<file path="src/rtl/bus_controller_pkg.sv">
// Shared types and constants for the 68000 bus controller: region map,
// FSM encodings, I/O register offsets and the interrupt-acknowledge function code.
package bus_controller_pkg;

    typedef enum logic [2:0] {
        REG_ROM,
        REG_RAM,
        REG_DUART,
        REG_EXP,
        REG_IO,
        REG_NONE
    } region_e;

    localparam logic [3:0] BASE_ROM   = 4'h0;
    localparam logic [3:0] BASE_RAM   = 4'h8;
    localparam logic [3:0] BASE_DUART = 4'hC;
    localparam logic [3:0] BASE_EXP   = 4'hE;
    localparam logic [3:0] BASE_IO    = 4'hF;

    localparam logic [2:0] ST_IDLE   = 3'd0;
    localparam logic [2:0] ST_DECODE = 3'd1;
    localparam logic [2:0] ST_WAIT   = 3'd2;
    localparam logic [2:0] ST_ACK    = 3'd3;
    localparam logic [2:0] ST_ERR    = 3'd4;

    // Offsets are A4..A1 of the odd byte address inside the I/O page
    localparam logic [3:0] IO_OFS_LED  = 4'h0;
    localparam logic [3:0] IO_OFS_GPIO = 4'h1;
    localparam logic [3:0] IO_OFS_MASK = 4'h2;

    localparam logic [2:0] FC_IACK     = 3'b111;
    localparam logic [3:0] IACK_A19_16 = 4'hF;

    localparam int unsigned SYNC_STAGES = 2;
    localparam int unsigned WS_W        = 8;

    function automatic region_e decode_region(input logic [3:0] a23_20);
        region_e r;
        case (a23_20)
            BASE_ROM:   r = REG_ROM;
            BASE_RAM:   r = REG_RAM;
            BASE_DUART: r = REG_DUART;
            BASE_EXP:   r = REG_EXP;
            BASE_IO:    r = REG_IO;
            default:    r = REG_NONE;
        endcase
        return r;
    endfunction

endpackage

</file>
<file path="src/rtl/bus_controller_irq_encoder.sv">
// Synchronises the seven active-low interrupt requests, applies the mask
// (level 7 is never masked) and registers the active-low encoded IPL.
module irq_encoder (
    input  logic       clk,
    input  logic       rst,
    input  logic [6:0] irq_n,
    input  logic [5:0] mask,
    output logic [2:0] ipl
);

    logic [6:0] irq_s1_q, irq_s1_d;
    logic [6:0] irq_s2_q, irq_s2_d;
    logic [2:0] ipl_q, ipl_d;
    logic [6:0] eff;
    logic [2:0] level;

    always_comb begin
        irq_s1_d = irq_n;
        irq_s2_d = irq_s1_q;
        eff      = ~irq_s2_q & {1'b1, mask};
        level    = 3'd0;
        for (int i = 0; i < 7; i++) begin
            if (eff[i]) begin
                level = 3'(i + 1);
            end
        end
        ipl_d = ~level;
    end

    always_ff @(posedge clk or posedge rst) begin
        if (rst) begin
            irq_s1_q <= 7'h7F;
            irq_s2_q <= 7'h7F;
            ipl_q    <= 3'b111;
        end else begin
            irq_s1_q <= irq_s1_d;
            irq_s2_q <= irq_s2_d;
            ipl_q    <= ipl_d;
        end
    end

    assign ipl = ipl_q;

endmodule

</file>
<file path="src/rtl/bus_controller.sv">
// 68000 glue controller: CPU clock divider, chip-select decode, bus-cycle FSM
// with per-region wait states and watchdog, I/O page registers and IPL encoding.
module bus_controller
    import bus_controller_pkg::*;
#(
    parameter int unsigned CLK_DIV_LOG2    = 3,
    parameter int unsigned GPIO_WIDTH      = 8,
    parameter int unsigned ROM_WS          = 1,
    parameter int unsigned RAM_WS          = 0,
    parameter int unsigned DUART_WS        = 3,
    parameter int unsigned EXP_WS          = 7,
    parameter int unsigned BERR_TIMEOUT    = 255,
    parameter int unsigned DUART_IRQ_LEVEL = 5
) (
    input  logic                  CLK,
    input  logic                  RST,
    output logic                  CLK_CPU,
    input  logic [9:0]            ADDR_H,
    input  logic [3:0]            ADDR_L,
    input  logic                  AS,
    input  logic                  UDS,
    input  logic                  LDS,
    input  logic                  RW,
    input  logic [2:0]            FC,
    input  logic [7:0]            DATA_IN,
    output logic [7:0]            DATA_OUT,
    output logic                  DATA_OE,
    input  logic [6:0]            IRQ_N,
    output logic [2:0]            IPL,
    output logic                  DTACK,
    output logic                  VPA,
    output logic                  BERR,
    output logic                  ROM_LOWER,
    output logic                  ROM_UPPER,
    output logic                  RAM_LOWER,
    output logic                  RAM_UPPER,
    output logic                  DUART,
    output logic                  EXP,
    output logic                  IACK_DUART,
    output logic [2:0]            LED,
    output logic [GPIO_WIDTH-1:0] GPIO
);

    logic [CLK_DIV_LOG2-1:0] div_q, div_d;
    logic                    as_s1_q, as_s1_d, as_q, as_d;
    logic                    lds_s1_q, lds_s1_d, lds_q, lds_d;
    logic [2:0]              state_q, state_d;
    logic [WS_W-1:0]         wait_q, wait_d;
    logic [7:0]              wd_q, wd_d;
    logic                    iack_duart_q, iack_duart_d;
    logic                    autovec_q, autovec_d;
    logic                    io_q, io_d;
    logic                    rd_q, rd_d;
    logic [2:0]              led_q, led_d;
    logic [GPIO_WIDTH-1:0]   gpio_q, gpio_d;
    logic [6:0]              mask_q, mask_d;
    logic [7:0]              data_out_q, data_out_d;

    region_e         region_c;
    logic            is_iack_c;
    logic            as_act_c;
    logic            io_ofs_ok_c;
    logic [7:0]      rdata_c;
    logic [WS_W-1:0] region_ws_c;
    logic [7:0]      wd_inc_c;
    logic            timeout_c;
    logic            ack_entry_c;
    logic            ack_active_c;

    // Address decode; FC=111 never selects memory, only the IACK path
    always_comb begin
        is_iack_c   = (FC == FC_IACK) && (ADDR_H[5:2] == IACK_A19_16);
        region_c    = (FC == FC_IACK) ? REG_NONE : decode_region(ADDR_H[9:6]);
        as_act_c    = !AS && !RST;
        io_ofs_ok_c = (ADDR_H[5:0] == 6'd0);
        case (region_c)
            REG_ROM:   region_ws_c = WS_W'(ROM_WS);
            REG_RAM:   region_ws_c = WS_W'(RAM_WS);
            REG_DUART: region_ws_c = WS_W'(DUART_WS);
            REG_EXP:   region_ws_c = WS_W'(EXP_WS);
            default:   region_ws_c = '0;
        endcase
        rdata_c = 8'h00;
        if (io_ofs_ok_c) begin
            case (ADDR_L)
                IO_OFS_LED:  rdata_c = 8'(led_q);
                IO_OFS_GPIO: rdata_c = 8'(gpio_q);
                IO_OFS_MASK: rdata_c = 8'(mask_q);
                default:     rdata_c = 8'h00;
            endcase
        end
    end

    assign ROM_LOWER = !(as_act_c && !LDS && (region_c == REG_ROM));
    assign ROM_UPPER = !(as_act_c && !UDS && (region_c == REG_ROM));
    assign RAM_LOWER = !(as_act_c && !LDS && (region_c == REG_RAM));
    assign RAM_UPPER = !(as_act_c && !UDS && (region_c == REG_RAM));
    assign DUART     = !(as_act_c && !LDS && (region_c == REG_DUART));
    assign EXP       = !(as_act_c && (region_c == REG_EXP));

    // Bus-cycle FSM and watchdog
    always_comb begin
        div_d        = div_q + CLK_DIV_LOG2'(1);
        as_s1_d      = AS;
        as_d         = as_s1_q;
        lds_s1_d     = LDS;
        lds_d        = lds_s1_q;
        state_d      = state_q;
        wait_d       = wait_q;
        wd_d         = wd_q;
        iack_duart_d = iack_duart_q;
        autovec_d    = autovec_q;
        io_d         = io_q;
        rd_d         = rd_q;
        wd_inc_c     = (wd_q == 8'hFF) ? wd_q : wd_q + 8'd1;
        timeout_c    = (wd_inc_c >= 8'(BERR_TIMEOUT));

        case (state_q)
            ST_IDLE: begin
                iack_duart_d = 1'b0;
                autovec_d    = 1'b0;
                io_d         = 1'b0;
                if (!as_q) begin
                    state_d = ST_DECODE;
                    // Preload with the synchroniser latency so the timeout runs from AS
                    wd_d    = 8'(SYNC_STAGES);
                end
            end
            ST_DECODE: begin
                wd_d = wd_inc_c;
                rd_d = RW;
                if (timeout_c) begin
                    state_d = ST_ERR;
                end else if (is_iack_c) begin
                    if (ADDR_L[2:0] == 3'(DUART_IRQ_LEVEL)) begin
                        iack_duart_d = 1'b1;
                        wait_d       = WS_W'(DUART_WS);
                        state_d      = ST_WAIT;
                    end else begin
                        autovec_d = 1'b1;
                        state_d   = ST_ACK;
                    end
                end else if (region_c == REG_NONE) begin
                    state_d = ST_ERR;
                end else begin
                    io_d    = (region_c == REG_IO);
                    wait_d  = region_ws_c;
                    state_d = ST_WAIT;
                end
            end
            ST_WAIT: begin
                wd_d = wd_inc_c;
                if (as_q) begin
                    state_d = ST_IDLE;
                end else if (timeout_c) begin
                    state_d = ST_ERR;
                end else if (wait_q == '0) begin
                    state_d = ST_ACK;
                end else begin
                    wait_d = wait_q - WS_W'(1);
                end
            end
            ST_ACK: begin
                if (as_q) state_d = ST_IDLE;
            end
            ST_ERR: begin
                if (as_q) state_d = ST_IDLE;
            end
            default: state_d = ST_IDLE;
        endcase
    end

    // I/O page register writes and readback capture on ACK entry
    always_comb begin
        led_d       = led_q;
        gpio_d      = gpio_q;
        mask_d      = mask_q;
        data_out_d  = data_out_q;
        ack_entry_c = (state_d == ST_ACK) && (state_q != ST_ACK);
        if (ack_entry_c && io_q && !rd_q && !lds_q && io_ofs_ok_c) begin
            case (ADDR_L)
                IO_OFS_LED:  led_d  = DATA_IN[2:0];
                IO_OFS_GPIO: gpio_d = DATA_IN[GPIO_WIDTH-1:0];
                IO_OFS_MASK: mask_d = DATA_IN[6:0];
                default:     led_d  = led_q;
            endcase
        end
        if (ack_entry_c && io_q && rd_q) begin
            data_out_d = rdata_c;
        end
    end

    always_ff @(posedge CLK or posedge RST) begin
        if (RST) begin
            div_q        <= '0;
            as_s1_q      <= 1'b1;
            as_q         <= 1'b1;
            lds_s1_q     <= 1'b1;
            lds_q        <= 1'b1;
            state_q      <= ST_IDLE;
            wait_q       <= '0;
            wd_q         <= '0;
            iack_duart_q <= 1'b0;
            autovec_q    <= 1'b0;
            io_q         <= 1'b0;
            rd_q         <= 1'b1;
            led_q        <= '0;
            gpio_q       <= '0;
            mask_q       <= 7'h7F;
            data_out_q   <= '0;
        end else begin
            div_q        <= div_d;
            as_s1_q      <= as_s1_d;
            as_q         <= as_d;
            lds_s1_q     <= lds_s1_d;
            lds_q        <= lds_d;
            state_q      <= state_d;
            wait_q       <= wait_d;
            wd_q         <= wd_d;
            iack_duart_q <= iack_duart_d;
            autovec_q    <= autovec_d;
            io_q         <= io_d;
            rd_q         <= rd_d;
            led_q        <= led_d;
            gpio_q       <= gpio_d;
            mask_q       <= mask_d;
            data_out_q   <= data_out_d;
        end
    end

    // Acknowledges drop as soon as the synchronised AS returns high
    assign ack_active_c = (state_q == ST_ACK) && !as_q;
    assign DTACK        = !(ack_active_c && !autovec_q);
    assign VPA          = !(ack_active_c && autovec_q);
    assign BERR         = !((state_q == ST_ERR) && !as_q);
    assign IACK_DUART   = !(iack_duart_q && ((state_q == ST_WAIT) || ack_active_c));
    assign DATA_OE      = ack_active_c && io_q && rd_q;
    assign DATA_OUT     = data_out_q;
    assign CLK_CPU      = div_q[CLK_DIV_LOG2-1];
    assign LED          = led_q;
    assign GPIO         = gpio_q;

    irq_encoder u_irq (
        .clk   (CLK),
        .rst   (RST),
        .irq_n (IRQ_N),
        .mask  (mask_q[5:0]),
        .ipl   (IPL)
    );

endmodule

</file>
<file path="config.mk">
export PLATFORM = sky130hd
export DESIGN_NAME = bus_controller
export DESIGN_NICKNAME = d
export VERILOG_FILES = /design/src/rtl/bus_controller_pkg.sv /design/src/rtl/bus_controller_irq_encoder.sv /design/src/rtl/bus_controller.sv
export SDC_FILE = /design/constraint.sdc
export NUM_CORES = 1
export LEC_CHECK = 0
export CAP_MARGIN = 15
export CORE_UTILIZATION = 56
export DETAILED_ROUTE_END_ITERATION = 6
export HOLD_SLACK_MARGIN = 0.15
export PLACE_DENSITY = 0.85
export RECOVER_POWER = 100
export SYNTH_ARGS = -nofsm -noshare
export SYNTH_HDL_FRONTEND = slang
export SYNTH_HIERARCHICAL = 1
export SYNTH_SLANG_ARGS = --single-unit
</file>
<file path="constraint.sdc">
create_clock -name CLK -period 4.3 [get_ports CLK]
set_input_delay 0.86 -clock CLK [delete_from_list [all_inputs] [get_ports CLK]]
set_output_delay 0.86 -clock CLK [all_outputs]
set_load 0.03 [all_outputs]
</file>
==> results.sh, run 1 <==
export IMPL_power_leakage_nw=1.980
export IMPL_critical_path_startpoint_type="input pin"
export IMPL_grt_start_max_net_pins=30
export IMPL_htree_num_levels=3
export IMPL_hp_class="register to register"
export IMPL_grt_usage_pct=28.22
export IMPL_synth_seq_cells=73
export IMPL_hold_path_startpoint="lds_d$_DFF_PP1_"
export IMPL_io_pins=72
export IMPL_initial_utilization_pct=59.20
export IMPL_finalSetupTns_ns=0
export IMPL_min_delay_path_depth=0
export IMPL_crit_reg2reg_launch="wd_q[0]$_DFFE_PP0P_"
export IMPL_port_buffers=71
export IMPL_remaining_drc_errors=0
export IMPL_grt_setup_unrepaired="no"
export IMPL_gr_total_overflow=0
export IMPL_violations="max-capacitance violations, max-slew violations"
export IMPL_net_count_synth=397
export IMPL_floorplan_core_area_um2=6495
export IMPL_cts_tree="built"
export IMPL_max_cap_violations=1
export IMPL_netlist_area_um2=3845
export IMPL_ys_warn_count=6
export IMPL_dr_total_vias=3239
export IMPL_tritoncts_num_buffers=9
export IMPL_cts_root_buffer="clkbuf_8"
export IMPL_worst_setup_path_end_kind="output port"
export IMPL_nNetsFinal=473
export IMPL_drive_above_1_share_pct=20.87
export IMPL_floorplan_die_height_um=84.86
export IMPL_synth_cell_types=75
export IMPL_synth_flop_cell="dfrtp_1"
export IMPL_ant_nets=0
export IMPL_via_per_inst=6.314
export IMPL_number_of_clock_sinks=73
export IMPL_synth_seq_area_share_pct=48.45
export IMPL_drt_first_iter_violations=266
export IMPL_cts_buffer_depth=2
export IMPL_slowest_cell_on_the_critical_path="dlygate4sd3_1"
export IMPL_worst_setup_path_type="input pin to output port"
export IMPL_post_cts_repair_setup_buffers=0
export IMPL_dp_hpwl_um=6758
export IMPL_timing_max_transition_violations_final=13
export IMPL_area_growth_synth_to_final_pct=24.31
export IMPL_ctsHoldBuffers=0
export IMPL_tightestPinTransition_ns=1.676
export IMPL_critical_path_arrival_ns=2.96
export IMPL_grt_pass1_wl_um=15760
export IMPL_grt_antenna_before_repair=0
export IMPL_setup_viol=0
export IMPL_critPathMaxFanout=7
export IMPL_worst_clock_skew_ns=0.008782
export IMPL_regToRegSetupSlack_ns=0.60
export IMPL_globalplace_congestion=0.8580
export IMPL_finalCriticalPeriod_ns=3.821
export IMPL_synthCells=355
export IMPL_path_buf_inv=2
export IMPL_vdd_ir_drop_max_v=0.0002324
export IMPL_max_clock_freq_mhz=261.7
export IMPL_required_ns=3.44
export IMPL_via_count_of_the_first_global_routing_pass=3242
export IMPL_drt_total_wl_um=9387
export IMPL_critPathTopFamily="buffers and inverters"
export IMPL_placedCellCount=497
export IMPL_power_density_nw_per_um2=444.2
export IMPL_clk_pin_slew_ns=0.08
export IMPL_synth_edff_count=0
export IMPL_post_cts_resized=0
export IMPL_synthArstFlopShare_pct=100.0
export IMPL_fp_dieW_um=84.86
export IMPL_status="finished, violations left"
export IMPL_r2r_end="DATA_OUT[3]$_DFFE_PP0P_"
export IMPL_clk_insertion_delay_late_ns=0.35
export IMPL_num_antenna_cells=0
export IMPL_timing_slew_headroom_pct=-12.41
export IMPL_postSynthAreaPerCell_um2=10.83
export IMPL_post_layout_nonfiller_instances=513
export IMPL_drt_wirelength_per_cell_um=18.30
export IMPL_crit_path_max_incr_delay_ns=0.70
export IMPL_firstDrtPassIters=5
export IMPL_dieArea_um2=7201
export IMPL_worst_r2r_path_depth=6
export IMPL_min_delay_worst_endpoint="lds_q$_DFF_PP1_"
export IMPL_fillCellCount=438
export IMPL_period_share_pct=88.87
export IMPL_finalHoldViolations=0
export IMPL_timing_critical_path_cells="clkdlybuf4s50_1 > or3_1 > nor3_1 > nand2_1 > dlygate4sd3_1"
export IMPL_rows=29
flip-flops by register name, indices dropped and copies added, names as in the netlist, 3 cells and up:
| name | flops |
|---|---|
| DATA_OUT | 8 |
| wd_q | 8 |
| GPIO | 8 |
| u_irq/irq_s2_q | 7 |
| mask_q | 7 |
| u_irq/ipl | 3 |
| div_q | 3 |
| wait_q | 8 |
| state_q | 3 |
| u_irq/irq_s1_q | 7 |
| LED | 3 |
metrics by stage:
| stage | setup WS (ns) | hold WS, ns | utilization (%) | area (um2) | power [mW] |
|---|---|---|---|---|---|
| floorplan | 1.611 | 0.3452 | - | 3845 | 1.405 |
| global placement | 0.7066 | 0.3454 | 71.43 | 4639 | 1.570 |
| detailed placement | 0.6034 | 0.3475 | 71.43 | 4639 | 1.591 |
| CTS | 0.5537 | 0.3545 | 74.55 | 4842 | 2.143 |
| global route | 0.3755 | 0.3577 | 73.59 | 4780 | 2.248 |
| finish | 0.4788 | 0.3550 | 73.59 | 4780 | 2.123 |
Yosys cell counts, drive strengths merged (4+ instances only):
master / number / area share [%]
dfrtp: 44 / 29
mux2: 30 / 8.8
dfstp: 29 / 20
nor2: 24 / 2.4
inv: 19 / 1.9
nand2: 18 / 1.8
a21oi: 17 / 2.2
nor3: 16 / 2.1
o21ai: 13 / 1.7
nand3: 12 / 1.6
a22oi: 7 / 1.4
clkbuf: 7 / 0.72
nor2b: 7 / 1.2
nand2b: 6 / 0.98
nand4: 6 / 0.98
o2111ai: 6 / 1.8
a211oi: 5 / 1.1
buf: 5 / 0.78
nor3b: 5 / 1.1
a221oi: 4 / 1.1
a31oi: 4 / 0.65
ha: 4 / 1.3
per-layer routing:
layer | track usage, % | up-vias | share of wire [%]
li1 | - | 1492 | -
met1 | 37.80 | 1593 | 43
met2 | 45.53 | 132 | 49
met3 | 5.545 | 22 | 5.7
met4 | 11.56 | 0 | 2.2
met5 | 0 | - | 0
cells by family after synthesis:
logic type	share of synthesized area, %
AO/OA/AOI/OAI	18.74
AND/OR/NAND/NOR	18.39
buffers and inverters	3.351
adder cells (fa/ha/maj)	1.302
multiplexers	9.307
flip-flops	48.45
XOR/XNOR	0.4557
cell usage in the layout (no fill, tap or decap), drive strengths merged, types with 6 or more instances in the layout:
master and n:
inv 21, dfrtp 44, nand2 18, nand2b 6, o2111ai 6, nand3 12
nor3 16, clkbuf 10, nor2 24, o21ai 13, nand4 6, nor2b 7
dlygate4sd3 45, mux2 30, clkdlybuf4s50 26, a22oi 7, a21oi 17, dfstp 29
power by group:
part           internal (mW)  switching (mW)  total, mW
logic                  0.297           0.406      0.704
registers              0.767           0.100      0.867
clock network          0.274           0.279      0.553
how the worst max path moves through the flow:
stage,start,slack [ns],endpoint,depth (start not counted)
detailed placement,ADDR_H[7],0.60,ROM_UPPER,5
CTS,ADDR_H[7],0.55,ROM_UPPER,5
global placement,ADDR_H[7],0.71,ROM_LOWER,5
floorplan,ADDR_H[3],1.61,GPIO[4]$_DFFE_PP0P_,5
finish,ADDR_H[7],0.48,ROM_UPPER,5
global route,ADDR_H[7],0.38,ROM_UPPER,5
area by class of cell:
class	count	area, um2	share of cell area, %
clock buffers	9	123.9	2.592
clock inverters	7	78.83	1.649
inverters	19	71.32	1.492
repair buffers	77	752.0	15.73
flip-flops and latches	73	1863	38.98
well taps	77	96.34	2.016
multi-input cells	251	1794	37.54
Note: power is estimated with default switching activity, not from simulation.
==> run 2, diff against run 1 <==
Settings changed: CORE_UTILIZATION 56 to 52, PLACE_DENSITY 0.85 to 0.8.
Clock period 4.3 ns to 4.17 ns, I/O delays scaled along.
==> results.sh, run 2 (synthesized netlist as in run 1, its figures left out) <==
export IMPL_grt_start_max_net_pins=42
export IMPL_drt_total_wl_um=9095
export IMPL_min_delay_worst_endpoint="lds_q$_DFF_PP1_"
export IMPL_floorplan_die_height_um=87.99
export IMPL_regToRegSetupSlack_ns=0.85
export IMPL_clk_insertion_delay_late_ns=0.35
export IMPL_num_antenna_cells=0
export IMPL_grt_antenna_before_repair=0
export IMPL_leading_cell_type_in_the_layout_fill_and_taps_excluded="dlygate4sd3_1"
export IMPL_hp_class="register to register"
export IMPL_finalHoldViolations=0
export IMPL_timing_max_transition_violations_final=0
export IMPL_number_of_clock_sinks=73
export IMPL_gr_total_overflow=0
export IMPL_timing_slew_headroom_pct=34.92
export IMPL_crit_reg2reg_launch="wd_q[0]$_DFFE_PP0P_"
export IMPL_ctsHoldBuffers=0
export IMPL_placedCellCount=517
export IMPL_io_pins=72
export IMPL_fp_dieW_um=87.99
export IMPL_power_frac_seq_pct=41.7
export IMPL_drt_wirelength_per_cell_um=17.06
export IMPL_nNetsFinal=474
export IMPL_worst_clock_skew_ns=0.005018
export IMPL_cts_root_buffer="clkbuf_8"
export IMPL_fillCellCount=537
export IMPL_clock_power_share_pct=24.6
export IMPL_cts_tree="built"
export IMPL_grt_pass1_wl_um=15110
export IMPL_globalplace_congestion=0.8887
export IMPL_floorplan_core_area_um2=6982
export IMPL_slowest_cell_on_the_critical_path="dlygate4sd3_1"
export IMPL_max_cap_violations=0
export IMPL_initial_utilization_pct=55.07
export IMPL_critPathMaxFanout=7
export IMPL_dr_total_vias=3234
export IMPL_via_count_of_the_first_global_routing_pass=3134
export IMPL_postLayoutCoreUtil_pct=68.60
export IMPL_required_ns=3.34
export IMPL_power_density_nw_per_um2=449.6
export IMPL_status="finished clean"
export IMPL_dieArea_um2=7742
export IMPL_max_clock_freq_mhz=268.9
export IMPL_critical_path_arrival_ns=2.88
export IMPL_min_delay_path_depth=0
export IMPL_setup_viol=0
export IMPL_grt_usage_pct=25.64
export IMPL_worst_setup_path_type="input pin to output port"
export IMPL_share_comb_of_total_power_pct=33.7
export IMPL_dp_hpwl_um=6816
export IMPL_remaining_drc_errors=0
export IMPL_cts_buffer_depth=2
export IMPL_power_leakage_nw=1.972
export IMPL_power_net_switching_uw=826.8
export IMPL_swShare_pct=38.39
export IMPL_via_per_inst=6.068
export IMPL_clk_pin_slew_ns=0.08
export IMPL_worst_r2r_path_depth=7
export IMPL_finalCriticalPeriod_ns=3.718
export IMPL_grt_setup_unrepaired="no"
export IMPL_final_seq_area_um2=1863
export IMPL_drt_first_iter_violations=247
export IMPL_hold_path_startpoint="lds_d$_DFF_PP1_"
export IMPL_area_of_the_multi_input_gates_um2=1794
export IMPL_tritoncts_num_buffers=9
export IMPL_drive_above_1_share_pct=21.28
export IMPL_r2r_end="DATA_OUT[3]$_DFFE_PP0P_"
export IMPL_critical_path_startpoint_type="input pin"
export IMPL_ant_nets=0
export IMPL_vdd_ir_drop_max_v=0.0002104
export IMPL_firstDrtPassIters=5
export IMPL_timing_critical_path_cells="clkdlybuf4s50_1 > or3_1 > nor3_1 > nand2_1 > dlygate4sd3_1"
export IMPL_layout_common_cells="dlygate4sd3_1, dfrtp_1, mux2_2"
export IMPL_finalSetupTns_ns=0
export IMPL_post_layout_nonfiller_instances=533
export IMPL_post_cts_repair_setup_buffers=0
export IMPL_intPower_mw=1.327
export IMPL_tightestPinTransition_ns=0.9761
export IMPL_area_growth_synth_to_final_pct=24.57
export IMPL_post_cts_resized=0
export IMPL_worst_setup_path_end_kind="output port"
export IMPL_crit_path_max_incr_delay_ns=0.71
export IMPL_period_share_pct=89.16
export IMPL_htree_num_levels=3
export IMPL_rows=30
export IMPL_port_buffers=71
==> run 2: cell types whose count changed in the layout (fill, tap and decap cells not counted), sizes merged <==
| cell | change |
|---|---|
| clkinv | -4 |
| inv | +4 |
| bufinv | -1 |
| clkbuf | +1 |
| clkinvlp | +1 |
==> run 2: worst max-delay path by stage <==
| stage | endpoint | slack (ns) | startpoint |
|---|---|---|---|
| 6_report | ROM_UPPER | 0.45 | ADDR_H[7] |
| 5_1_grt | EXP | 0.37 | FC[2] |
| 4_1_cts | ROM_UPPER | 0.56 | ADDR_H[7] |
| 3_3_place_gp | ROM_LOWER | 0.62 | ADDR_H[7] |
| 3_5_place_dp | ROM_UPPER | 0.56 | ADDR_H[7] |
| 2_1_floorplan | GPIO[4]$_DFFE_PP0P_ | 1.51 | ADDR_H[3] |
==> run 2: power by group through the flow <==
stage / registers (mW) / clock network [mW] / logic (mW)
final: 0.897 / 0.530 / 0.726
after global routing: 0.907 / 0.577 / 0.798
after CTS: 0.894 / 0.542 / 0.739
after detailed placement: 0.905 / 0 / 0.736
after global placement: 0.901 / 0 / 0.719
after floorplan: 0.852 / 0 / 0.597
==> run 2: final cells by class <==
class                           instances  area share (%)
Clock inverter                          7           1.254
Multi-Input combinational cell        251           37.46
Tap cell                               96           2.508
Timing Repair Buffer                   78           15.80
Inverter                               19           1.489
Clock buffer                            9           2.586
Sequential cell                        73           38.90
==> run 2: metal layers <==
metal	GRT usage, %	wire length [um]	vias up	part of all wire [%]
met5	0	0	-	0
met2	40.38	4374	130	48
met1	35.57	4061	1591	45
li1	-	-	1497	-
met4	9.389	146	0	1.6
met3	4.713	512	16	5.6
==> run 2: per-stage QoR <==
stage          instance area (um2)  power, mW  worst slack [ns]  hold WS (ns)
5_1_grt                       4790      2.281            0.3681        0.3619
6_report                      4790      2.154            0.4518        0.3582
4_1_cts                       4855      2.175            0.5565        0.3590
3_3_place_gp                  4671      1.620            0.6210        0.3455
2_1_floorplan                 3845      1.449             1.507        0.3452
3_5_place_dp                  4671      1.641            0.5578        0.3468
==> run 2: critical path: cells and delay by family <==
family / cells / cell delay (ns)
buffers and inverters: 2 / 1.20
AND/OR/NAND/NOR: 3 / 0.86
